### src/rtl/control_sequencer.sv
// control_sequencer: hardwired multi-cycle control unit for the datapath.
// Runs fetch (T0-T2) with a memory wait in T1, decodes IR in T3 and then
// sequences one register-to-register ALU instruction before returning to T0.
// All strobes are Moore-decoded from the current state plus the IR fields.
module control_sequencer (
  input  logic        clk,
  input  logic        reset,
  input  logic [31:0] IR,
  input  logic        mem_ready,
  output logic [15:0] Rin,
  output logic [15:0] Rout,
  output logic        PCout,
  output logic        PCin,
  output logic        IncPC,
  output logic        MARin,
  output logic        MDRin,
  output logic        MDRout,
  output logic        IRin,
  output logic        Read,
  output logic        Yin,
  output logic        Zin,
  output logic        Zlowout,
  output logic        Zhighout,
  output logic        HIin,
  output logic        LOin,
  output logic        AND,
  output logic        OR,
  output logic        ADD,
  output logic        SUB,
  output logic        MUL,
  output logic        DIV,
  output logic        SHR,
  output logic        SHRA,
  output logic        SHL,
  output logic        ROR,
  output logic        ROL,
  output logic        NEG,
  output logic        NOT,
  output logic        run,
  output logic        illegal,
  output logic [3:0]  state
);

  typedef enum logic [3:0] {
    S_RST  = 4'd0,
    S_T0   = 4'd1,
    S_T1   = 4'd2,
    S_T2   = 4'd3,
    S_T3   = 4'd4,
    S_T4   = 4'd5,
    S_T5   = 4'd6,
    S_T6   = 4'd7,
    S_HALT = 4'd8
  } state_t;

  localparam logic [4:0] OP_ADD  = 5'b00000;
  localparam logic [4:0] OP_SUB  = 5'b00001;
  localparam logic [4:0] OP_AND  = 5'b00010;
  localparam logic [4:0] OP_OR   = 5'b00011;
  localparam logic [4:0] OP_SHR  = 5'b00100;
  localparam logic [4:0] OP_SHRA = 5'b00101;
  localparam logic [4:0] OP_SHL  = 5'b00110;
  localparam logic [4:0] OP_ROR  = 5'b00111;
  localparam logic [4:0] OP_ROL  = 5'b01000;
  localparam logic [4:0] OP_MUL  = 5'b01001;
  localparam logic [4:0] OP_DIV  = 5'b01010;
  localparam logic [4:0] OP_NEG  = 5'b01011;
  localparam logic [4:0] OP_NOT  = 5'b01100;
  localparam logic [4:0] OP_HALT = 5'b11111;

  // Two-operand ops: ADD through DIV occupy the contiguous codes 0..10.
  function automatic logic is_binary(input logic [4:0] op);
    return op <= OP_DIV;
  endfunction

  function automatic logic is_unary(input logic [4:0] op);
    return (op == OP_NEG) || (op == OP_NOT);
  endfunction

  // MUL/DIV produce a 64-bit result and need the extra HI/LO step.
  function automatic logic is_wide(input logic [4:0] op);
    return (op == OP_MUL) || (op == OP_DIV);
  endfunction

  function automatic logic [15:0] onehot16(input logic [3:0] idx);
    return 16'd1 << idx;
  endfunction

  state_t      state_q, state_d;
  logic [4:0]  op_q, op_d;
  logic [3:0]  ra_q, ra_d;
  logic [3:0]  rb_q, rb_d;
  logic [3:0]  rc_q, rc_d;

  logic [4:0]  op_cur;
  logic [3:0]  ra_cur, rb_cur, rc_cur;
  logic        alu_en;

  // The low immediate bits of IR are not used by register-to-register ops.
  logic [14:0] unused_ir_bits;
  assign unused_ir_bits = IR[14:0];

  // Fields come straight from IR during decode and from the captured copy after,
  // so the instruction stays stable even if the datapath reloads IR later.
  always_comb begin
    if (state_q == S_T3) begin
      op_cur = IR[31:27];
      ra_cur = IR[26:23];
      rb_cur = IR[22:19];
      rc_cur = IR[18:15];
    end else begin
      op_cur = op_q;
      ra_cur = ra_q;
      rb_cur = rb_q;
      rc_cur = rc_q;
    end
    op_d = op_cur;
    ra_d = ra_cur;
    rb_d = rb_cur;
    rc_d = rc_cur;
  end

  // Next-state sequencing through fetch, memory wait, decode and execute.
  always_comb begin
    // NOTE: assign a default before the case so every path drives state_d and no latch is inferred.
    state_d = state_q;
    case (state_q)
      S_RST:  state_d = S_T0;
      S_T0:   state_d = S_T1;
      S_T1:   state_d = mem_ready ? S_T2 : S_T1;
      S_T2:   state_d = S_T3;
      S_T3: begin
        if (is_binary(op_cur) || is_unary(op_cur)) state_d = S_T4;
        else if (op_cur == OP_HALT)                state_d = S_HALT;
        else                                       state_d = S_T0;
      end
      S_T4:   state_d = is_binary(op_cur) ? S_T5 : S_T0;
      S_T5:   state_d = is_wide(op_cur) ? S_T6 : S_T0;
      S_T6:   state_d = S_T0;
      S_HALT: state_d = S_HALT;
      default: state_d = S_RST;
    endcase
  end

  // Moore decode of all datapath strobes from the current state and fields.
  always_comb begin
    Rin      = '0;
    Rout     = '0;
    PCout    = 1'b0;
    PCin     = 1'b0;
    IncPC    = 1'b0;
    MARin    = 1'b0;
    MDRin    = 1'b0;
    MDRout   = 1'b0;
    IRin     = 1'b0;
    Read     = 1'b0;
    Yin      = 1'b0;
    Zin      = 1'b0;
    Zlowout  = 1'b0;
    Zhighout = 1'b0;
    HIin     = 1'b0;
    LOin     = 1'b0;
    AND      = 1'b0;
    OR       = 1'b0;
    ADD      = 1'b0;
    SUB      = 1'b0;
    MUL      = 1'b0;
    DIV      = 1'b0;
    SHR      = 1'b0;
    SHRA     = 1'b0;
    SHL      = 1'b0;
    ROR      = 1'b0;
    ROL      = 1'b0;
    NEG      = 1'b0;
    NOT      = 1'b0;
    run      = 1'b0;
    illegal  = 1'b0;
    alu_en   = 1'b0;

    case (state_q)
      S_T0: begin
        run   = 1'b1;
        PCout = 1'b1;
        MARin = 1'b1;
        IncPC = 1'b1;
        PCin  = 1'b1;
      end
      S_T1: begin
        run   = 1'b1;
        Read  = 1'b1;
        MDRin = 1'b1;
      end
      S_T2: begin
        run    = 1'b1;
        MDRout = 1'b1;
        IRin   = 1'b1;
      end
      S_T3: begin
        run = 1'b1;
        if (is_binary(op_cur)) begin
          Rout = onehot16(rb_cur);
          Yin  = 1'b1;
        end else if (is_unary(op_cur)) begin
          Rout   = onehot16(rb_cur);
          alu_en = 1'b1;
          Zin    = 1'b1;
        end else if (op_cur != OP_HALT) begin
          illegal = 1'b1;
        end
      end
      S_T4: begin
        run = 1'b1;
        if (is_binary(op_cur)) begin
          Rout   = onehot16(rc_cur);
          alu_en = 1'b1;
          Zin    = 1'b1;
        end else begin
          Zlowout = 1'b1;
          Rin     = onehot16(ra_cur);
        end
      end
      S_T5: begin
        run     = 1'b1;
        Zlowout = 1'b1;
        if (is_wide(op_cur)) LOin = 1'b1;
        else                 Rin  = onehot16(ra_cur);
      end
      S_T6: begin
        run      = 1'b1;
        Zhighout = 1'b1;
        HIin     = 1'b1;
      end
      default: ;
    endcase

    if (alu_en) begin
      case (op_cur)
        OP_ADD:  ADD  = 1'b1;
        OP_SUB:  SUB  = 1'b1;
        OP_AND:  AND  = 1'b1;
        OP_OR:   OR   = 1'b1;
        OP_SHR:  SHR  = 1'b1;
        OP_SHRA: SHRA = 1'b1;
        OP_SHL:  SHL  = 1'b1;
        OP_ROR:  ROR  = 1'b1;
        OP_ROL:  ROL  = 1'b1;
        OP_MUL:  MUL  = 1'b1;
        OP_DIV:  DIV  = 1'b1;
        OP_NEG:  NEG  = 1'b1;
        OP_NOT:  NOT  = 1'b1;
        default: ;
      endcase
    end
  end

  assign state = state_q;

  // State and captured instruction fields; reset abandons any instruction in flight.
  always_ff @(posedge clk) begin
    // NOTE: sequential state uses non-blocking assignments so all flops update together at the edge.
    if (!reset) begin
      state_q <= S_RST;
      op_q    <= '0;
      ra_q    <= '0;
      rb_q    <= '0;
      rc_q    <= '0;
    end else begin
      state_q <= state_d;
      op_q    <= op_d;
      ra_q    <= ra_d;
      rb_q    <= rb_d;
      rc_q    <= rc_d;
    end
  end

endmodule

### config.mk
export PLATFORM = sky130hd
export DESIGN_NAME = control_sequencer
export DESIGN_NICKNAME = d
export VERILOG_FILES = /design/src/rtl/control_sequencer.sv
export SDC_FILE = /design/constraint.sdc
export NUM_CORES = 1
export LEC_CHECK = 0
export CORE_UTILIZATION = 40
export DETAILED_ROUTE_END_ITERATION = 8
export PLACE_DENSITY = 0.82
export SETUP_SLACK_MARGIN = 0.15
export SYNTH_ARGS = -nofsm -noshare
export SYNTH_HDL_FRONTEND = slang
export SYNTH_SLANG_ARGS = --single-unit
### constraint.sdc
create_clock -name clk -period 2.4 [get_ports clk]
set_input_delay 0.48 -clock clk [delete_from_list [all_inputs] [get_ports clk]]
set_output_delay 0.48 -clock clk [all_outputs]
set_load 0.01 [all_outputs]
# Word level (Yosys, flattened, before mapping)

Cells that the tools add are included.

Register bits after elaboration: 21
Bits in latches: 0
RAM bits: 0
Memory bits (read-only): 0
Input bits: 35
Output and inout bits: 65
Logic and storage cells: 99
Memories: 0

Add/sub/neg operators: 0
Multipliers: 0
Divide/modulo/power cells: 0
Order comparisons: 1
Equality and inequality tests: 22
Shift-type cells: 3
Mux-type cells: 61
Bitwise gates (word level): 0
Reductions and logical operators: 7

Operators with widths:

| kind                                                           | count |
|---|---|
| 2-to-1 mux 16 bit                                              | 5 |
| one-hot mux 16 bit (2 select lines)                            | 2 |
| << shifter 1 x 4 -> 16 bit, first input constant               | 3 |
| 2-to-1 mux 1 bit                                               | 43 |
| one-hot mux 4 bit (8 select lines)                             | 1 |
| == test 5 x 4 -> 1 bit, second input constant                  | 5 |
| == test 5 x 3 -> 1 bit, second input constant                  | 4 |
| 2-to-1 mux 4 bit                                               | 5 |
| == test 4 x 3 -> 1 bit, second input constant                  | 4 |
| == test 5 x 2 -> 1 bit, second input constant                  | 2 |
| == test 4 x 2 -> 1 bit, second input constant                  | 2 |
| OR reduction 7 bit                                             | 1 |
| 2-to-1 mux 3 bit                                               | 2 |
| == test 5 x 1 -> 1 bit, second input constant                  | 1 |
| == test 5 bit, second input constant                           | 1 |
| less-or-equal comparator 5 x 4 -> 1 bit, second input constant | 1 |
| zero test 5 bit                                                | 1 |
| 2-to-1 mux 5 bit                                               | 1 |
| inequality test 5 bit, second input constant                   | 1 |
| == test 4 x 1 -> 1 bit, second input constant                  | 1 |
| == test 4 bit, second input constant                           | 1 |
| zero test 4 bit                                                | 1 |
| one-hot mux 1 bit (2 select lines)                             | 2 |
| logical OR 1 bit                                               | 3 |
| OR reduction 2 bit                                             | 1 |

# Logic depth before layout (Yosys ltp)

Gate-level depths: netlist (run 1).

Depth in word-level cells: 8
Depth in mapped cells: 7

# Worst setup path before layout (run 1)

Ideal clock, no wire load.

Path type: input port to output port
From: input port IR[30]
To: output port Rin[7]
Arrival time: 1.765 ns
Data required time: 1.920 ns
Slack: 0.155 ns
Cell stages on the path: 5
Buffers on the path: 1
Cell sequence: clkbuf_1 -> inv_1 -> nor4b_2 -> nor2_1 -> nor4b_1

Longest elaborated chain between the ends: 5

Ends and longest elaborated chain:

| what                                                                            | RTL line | RTL |
|---|---|---|
| start: declaration                                                              | 8        | `input logic [31:0] IR,` |
| 2-to-1 mux 5 bit (*)                                                            | 106      | `if (state_q == S_T3) begin` |
| branches (longest 3 deep; another with less-or-equal comparator 5 x 4 -> 1 bit) | --       |  |
| one-hot mux 16 bit (2 select lines) (*)                                         | 180      | `case (state_q)` |
| end: declaration                                                                | 10       | `output logic [15:0] Rin,` |

Every way passes the cells marked *.

# Worst setup path after layout (run 1)

From: register state_q[2] (netlist: state[2])
To: output port Rout[9]

Longest elaborated chain between the ends: 7

Ends and longest elaborated chain:

| what                                                                            | RTL line | RTL |
|---|---|---|
| start: declaration                                                              | 89       | `state_t state_q, state_d;` |
| start signal: assignment                                                        | 268      | `state_q <= state_d;` |
| branches (longest 6 deep; another with less-or-equal comparator 5 x 4 -> 1 bit) | --       |  |
| one-hot mux 16 bit (2 select lines) (*)                                         | 180      |  |
| end: declaration                                                                | 11       | `output logic [15:0] Rout,` |

Marked as above.

==> impl_metrics.tcl, run 1 <==
set metrics [dict create \
    grt_usage_pct 35.3 \
    grt_pass1_wl_mm 14.0 \
    synth_ff_type "dfxtp_1" \
    final_common_cell "buf_4" \
    drive_above_1_share_pct 55.3 \
    cp.arrival_ns 2.31 \
    r2r_end "state[2]" \
    cts_tree "done" \
    critical_path.endpoint "Rout[9]" \
    finish.instance_area_mm2 0.00397 \
    violations "negative setup slack" \
    syn_to_final_growth_pct 114 \
    io_pins 100 \
    dr_total_vias 3291 \
    final_cell_mix "buf_4, buf_2, nand2_1" \
    tns_ns -13.38 \
    synthXorXnorAreaFrac_pct 0.472 \
    final_cells 497 \
    hold_path_class "register to register" \
    synth-simple-area-share_pct 39.0 \
    drcViolationCount 0 \
    cts.reportedPaths.clkPinSlew_ns 0.09 \
    die_area_mm2 0.00491 \
    vias_per_cell 6.62 \
    place_hpwl_mm 4.97 \
    synth_async_sr_flop_share_pct 0 \
    tightest_slew_ns 0.596 \
    rr_worst_depth 9 \
    wirelength_mm 11.5 \
    dpl.cell_count 435 \
    initialDrtViolationCount 352 \
    syn-mean-instance-area_um2 6.77 \
    worstReg2RegStart "state[2]" \
    ctsHoldBuffers 0 \
    synth_cell_types 45 \
    htreeDepth 1 \
    slew_headroom_pct 59.8 \
    worstSkewPairLatency_ns 0.27 \
    ant_nets 0 \
    crit_start "state[2]" \
    fillerInstances 182 \
    status "finished with violations" \
    leakagePower_uw 0.00171 \
    setup_viol 49 \
    synth_edf_count 0 \
    syn_inst 274 \
    slew_viol_final 0 \
    post-place-ws_ns -0.574 \
    cts.sinks 19 \
    crit_type "register to output port" \
    rows 24 \
    fin_crit_ns 2.79 \
    required_ns 1.92 \
    cts_root_buf "clkbuf_8" \
    yosysSeqAreaShare_pct 20.5 \
    max_cap_viol_count 0 \
    firstDrtPassIters 6 \
    reg2reg_slack_ns 0.24 \
    worst_slack_ns -0.392 \
    grt_max_degree 16 \
    power_density_mw_per_mm2 341 \
    start_util_pct 42.0 \
    synth_adder_area_share_pct 0 \
    crit_fanout 11 \
    critPathCaptureType "output port" \
    total_power_uw 1360 \
    die_y_um 70.1 \
    wl_per_cell_um 23.2 \
    muxShareOfSynthArea_pct 1.69 \
    start_kind "register" \
    clockBufferDepth 2 \
    rsz0062_at_grt "yes" \
    cts_made_buffers 3 \
    antenna_found_initial 0 \
    place.port_buffers 84 \
    ir_drop_mv 0.321 \
    synth_warnings 0 \
    min_period_over_period_pct 116 \
    finalHoldViolCount 0 \
    ys_ff_latch 19 \
    dpl-instance-area_mm2 0.00300 \
    num_antenna_cells 0 \
    synth_top_family_by_area "simple AND/OR/NAND/NOR gates" \
    die_x_um 70.1 \
    grt-ovfl-total 0 \
    first_global_vias 2918 \
    fmax_mhz 358 \
    synth_nets 309 \
    synth_compound_area_share_pct 27.1 \
    skew_ns 0.0101 \
    synthesis.area_mm2 0.00185 \
    nets 481 \
    place.gp.congestion 0.920 \
    coreArea_mm2 0.00441 \
]
worst min path at each step:
stage / slack [ns] / end / start / depth (start not counted)
6_report: 0.53 / rc_q[2] / rc_q[2] / 2
5_1_grt: 0.58 / rc_q[0] / rc_q[0] / 2
4_1_cts: 0.51 / ra_q[2] / ra_q[2] / 2
3_5_place_dp: 0.50 / ra_q[1] / ra_q[1] / 2
3_3_place_gp: 0.49 / rc_q[0] / rc_q[0] / 2
2_1_floorplan: 0.47 / rc_q[1] / rc_q[1] / 2
flip-flops by register name, summed over array words and instances (netlist names):
register	cells
op_q	5
ra_q	4
rb_q	2
rc_q	4
state	4
cell families (layout without fill, tap and decap cells):
group / after synthesis / in the layout
AO/OA/AOI/OAI: 75 / 75
flip-flops: 19 / 19
AND/OR/NAND/NOR: 136 / 136
buffers and inverters: 40 / 211
XOR/XNOR: 1 / 1
multiplexers: 3 / 3
Yosys cell counts (4+ instances only):
cell	n	share of area, %
nand3b_1	4	1.6
nor2_1	24	4.9
buf_4	6	2.4
nand2_1	36	7.3
nand2b_1	6	2.0
nor3_1	34	9.2
inv_1	14	2.8
clkbuf_1	7	1.4
a21boi_0	15	6.1
o21ai_0	4	1.1
buf_2	10	2.7
o22ai_1	18	6.1
a31oi_1	13	4.4
a21oi_1	11	3.0
nor3b_1	9	3.6
dfxtp_1	19	21
where the power goes:
group          internal (uW)  switching, uW  leakage, uW  total (uW)
combinational            356            395      0.00153         751
clock                    119            127    0.0000228         246
sequential               333           25.7     0.000154         359
total                    808            548      0.00171        1360
metrics by stage:
step / util (%) / hold slack, ns
floorplan: - / 0.473
global route: 90.0 / 0.579
CTS: 80.5 / 0.514
finish: 90.0 / 0.532
detailed placement: 67.9 / 0.500
global placement: 67.9 / 0.489
worst max-delay path: stages (launching register included):
cell and delay [ns]:
dfxtp_1 0.39, buf_6 0.19, nor4b_4 0.29, buf_4 0.20, buf_4 0.12, buf_6 0.11
nor3_1 0.05, a31oi_1 0.19, buf_4 0.16, buf_4 0.10, o22ai_1 0.07, buf_2 0.16
layer usage:
layer  GRT usage (%)  wire (um)  vias to the layer above
li1                -          -                     1344
met1            40.5       3970                     1504
met2            65.2       5590                      322
met3            3.32       1090                      121
met4            16.2        898                        0
met5               0          0                        -
repair_timing:
action | in CTS | in global routing
gates resized for setup | 282 | 76
pin swaps | 31 | 26
buffers inserted | 37 | 18
endpoints found under the setup margin | 58 | 54
endpoints found under the hold margin | 0 | 0
gates cloned | 2 | 1
layout make-up:
cell class | instances | area [um2] | share of cell area (%)
clock buffers | 4 | 45.0 | 1.13
repair buffers | 193 | 1590 | 40.0
multi-input cells | 215 | 1840 | 46.3
well taps | 52 | 65.1 | 1.64
flip-flops and latches | 19 | 383 | 9.64
inverters | 14 | 52.6 | 1.32
No activity file was read; power rests on OpenSTA's default activity.
==> inputs of run 2 (changes only) <==
==> constraint.sdc (replaced) <==
create_clock -name clk -period 2.4 [get_ports clk]
set_input_delay 0.24 -clock clk [delete_from_list [all_inputs] [get_ports clk]]
set_output_delay 0.24 -clock clk [all_outputs]
set_load 0.01 [all_outputs]
==> run 2 against run 1 <==
  * The flow still finishes with violations (negative setup slack)
  * Critical path depth is 2 lower
  * Via count is 8.8% lower
  * Clock-buffer cell count stayed put
  * Cell count is 4.4% lower
  * Non-clock buffer count is 22 lower
  * Sequential share of layout area is 0.76 points higher
  * Clock skew is 0.0084 ns lower
  * Worst hold slack worse by 0.010 ns
  * Highest routed layer unchanged
==> impl_metrics.tcl, run 2 (synthesized netlist as in run 1, its figures left out) <==
set metrics [dict create \
    start_util_pct 42.0 \
    reg2reg_slack_ns 0.39 \
    rr_worst_depth 9 \
    firstDrtPassIters 5 \
    worstReg2RegStart "state[1]" \
    finish.instance_area_mm2 0.00374 \
    fin_crit_ns 2.58 \
    wirelength_mm 9.66 \
    postLayoutCoreUtil_pct 84.8 \
    ctsHoldBuffers 0 \
    place.gp.congestion 0.865 \
    grt-ovfl-total 0 \
    violations "negative setup slack" \
    syn_to_final_growth_pct 102 \
    fmax_mhz 387 \
    wl_per_cell_um 20.3 \
    final_common_cell "buf_4" \
    hold_path_class "register to register" \
    worstSkewPairLatency_ns 0.26 \
    die_area_mm2 0.00491 \
    holdPathEnd "rc_q[0]" \
    ir_drop_mv 0.312 \
    cts_tree "done" \
    r2r_end "state[2]" \
    max_cap_viol_count 0 \
    ant_nets 0 \
    required_ns 2.16 \
    skew_ns 0.00172 \
    leakagePower_uw 0.00154 \
    final_cell_mix "buf_4, buf_2, clkdlybuf4s50_1" \
    rsz0062_at_grt "yes" \
    setup_viol 30 \
    cts.reportedPaths.clkPinSlew_ns 0.08 \
    slew_headroom_pct 51.0 \
    cts_made_buffers 3 \
    grt_max_degree 17 \
    cts_root_buf "clkbuf_8" \
    crit_type "register to output port" \
    antenna_found_initial 0 \
    first_global_vias 2703 \
    slew_viol_final 0 \
    fillerInstances 232 \
    whs_ns 0.522 \
    initialDrtViolationCount 283 \
    coreArea_mm2 0.00441 \
    htreeDepth 1 \
    cp.arrival_ns 2.34 \
    dpl-instance-area_mm2 0.00291 \
    grt_pass1_wl_mm 12.4 \
    min_from "rc_q[0]" \
    total_power_uw 1270 \
    start_kind "register" \
    status "finished with violations" \
    tightest_slew_ns 0.735 \
    min_path_cells 2 \
    dr_total_vias 3001 \
    worst_slack_ns -0.184 \
    top_register "op_q" \
    place.port_buffers 84 \
    num_antenna_cells 0 \
    grt_usage_pct 31.1 \
    critPathCaptureType "output port" \
    rows 24 \
    io_pins 100 \
    drcViolationCount 0 \
    cts.sinks 19 \
    clockBufferDepth 2 \
    drive_above_1_share_pct 49.2 \
    place_hpwl_mm 4.67 \
    die_y_um 70.1 \
    min_period_over_period_pct 108 \
    vias_per_cell 6.32 \
    crit_fanout 5 \
    finalHoldViolCount 0 \
    largest_reg_flops 5 \
    nets 459 \
    power_density_mw_per_mm2 338 \
    die_x_um 70.1 \
]
==> run 2: cell types whose count changed in the layout (fill, tap and decap cells not counted), sizes merged <==
cell | before | now
buf | 156 | 125
clkdlybuf4s50 | 21 | 35
dlygate4sd2 | 10 | 1
clkdlybuf4s15 | 1 | 5
clkbuf | 5 | 8
dlymetal6s2s | 4 | 1
==> run 2: through the flow <==
| step | setup slack (ns) | cells | TNS, ns |
|---|---|---|---|
| finish | -0.184 | 475 | -2.62 |
| global route | -0.230 | 475 | -4.53 |
| CTS | -0.0836 | 456 | -0.214 |
| detailed placement | -0.143 | 423 | -2.84 |
| global placement | -0.122 | 423 | -2.21 |
| floorplan | 0.446 | 274 | 0 |
==> run 2: how the worst max path moves through the flow <==
stage	start	to	slack, ns	depth (start not counted)
after floorplan	state[1]	Rin[0]	0.45	6
after global placement	IR[28]	Rin[7]	-0.12	6
after detailed placement	state[1]	Rin[15]	-0.14	6
after CTS	state[0]	Rout[7]	-0.08	9
after global routing	state[0]	Rout[7]	-0.23	9
final	state[1]	Rout[7]	-0.18	9
==> run 2: area by class of cell <==
class | count | area (um2) | area share [%]
Tap cell | 52 | 65.1 | 1.74
Clock buffer | 4 | 45.0 | 1.20
Timing Repair Buffer | 171 | 1470 | 39.4
Sequential cell | 19 | 389 | 10.4
Multi-Input combinational cell | 215 | 1720 | 45.9
Inverter | 14 | 52.6 | 1.40
==> run 2: repair_timing <==
item | 4_1_cts | 5_1_grt
cloned | 2 | 1
buffers inserted | 27 | 18
hold endpoints to repair | 0 | 0
pin swaps | 23 | 22
setup endpoints to repair | 52 | 49
gates resized for setup | 224 | 71
==> run 2: per-layer routing <==
metal | share of wire, % | up-vias | routed length, um | GRT usage (%)
met5 | 0 | - | 0 | 0
met2 | 52 | 239 | 4990 | 59.0
met3 | 7.9 | 62 | 759 | 4.33
met1 | 35 | 1400 | 3400 | 32.7
met4 | 5.3 | 0 | 507 | 16.2
li1 | - | 1300 | - | -
==> run 2: critical path: stages, from the launching register on <==
cell and delay (ns):
dfxtp_2 0.35, or4b_4 0.60, buf_12 0.16, nor3_4 0.16, buf_6 0.14, nand3b_1 0.13, buf_6 0.16, buf_6 0.10
o22ai_2 0.12, buf_2 0.15
==> run 2: power breakdown <==
group	switching (uW)	internal, uW	total [uW]
sequential	22.9	333	356
combinational	335	332	668
clock	123	118	241
total	481	784	1270
==> inputs of run 3 (changes only) <==
Settings changed: CTS_CLUSTER_DIAMETER set to 120.
==> results of run 3 <==
No change in the layout: final DEF, timing and power equal those of run 2.
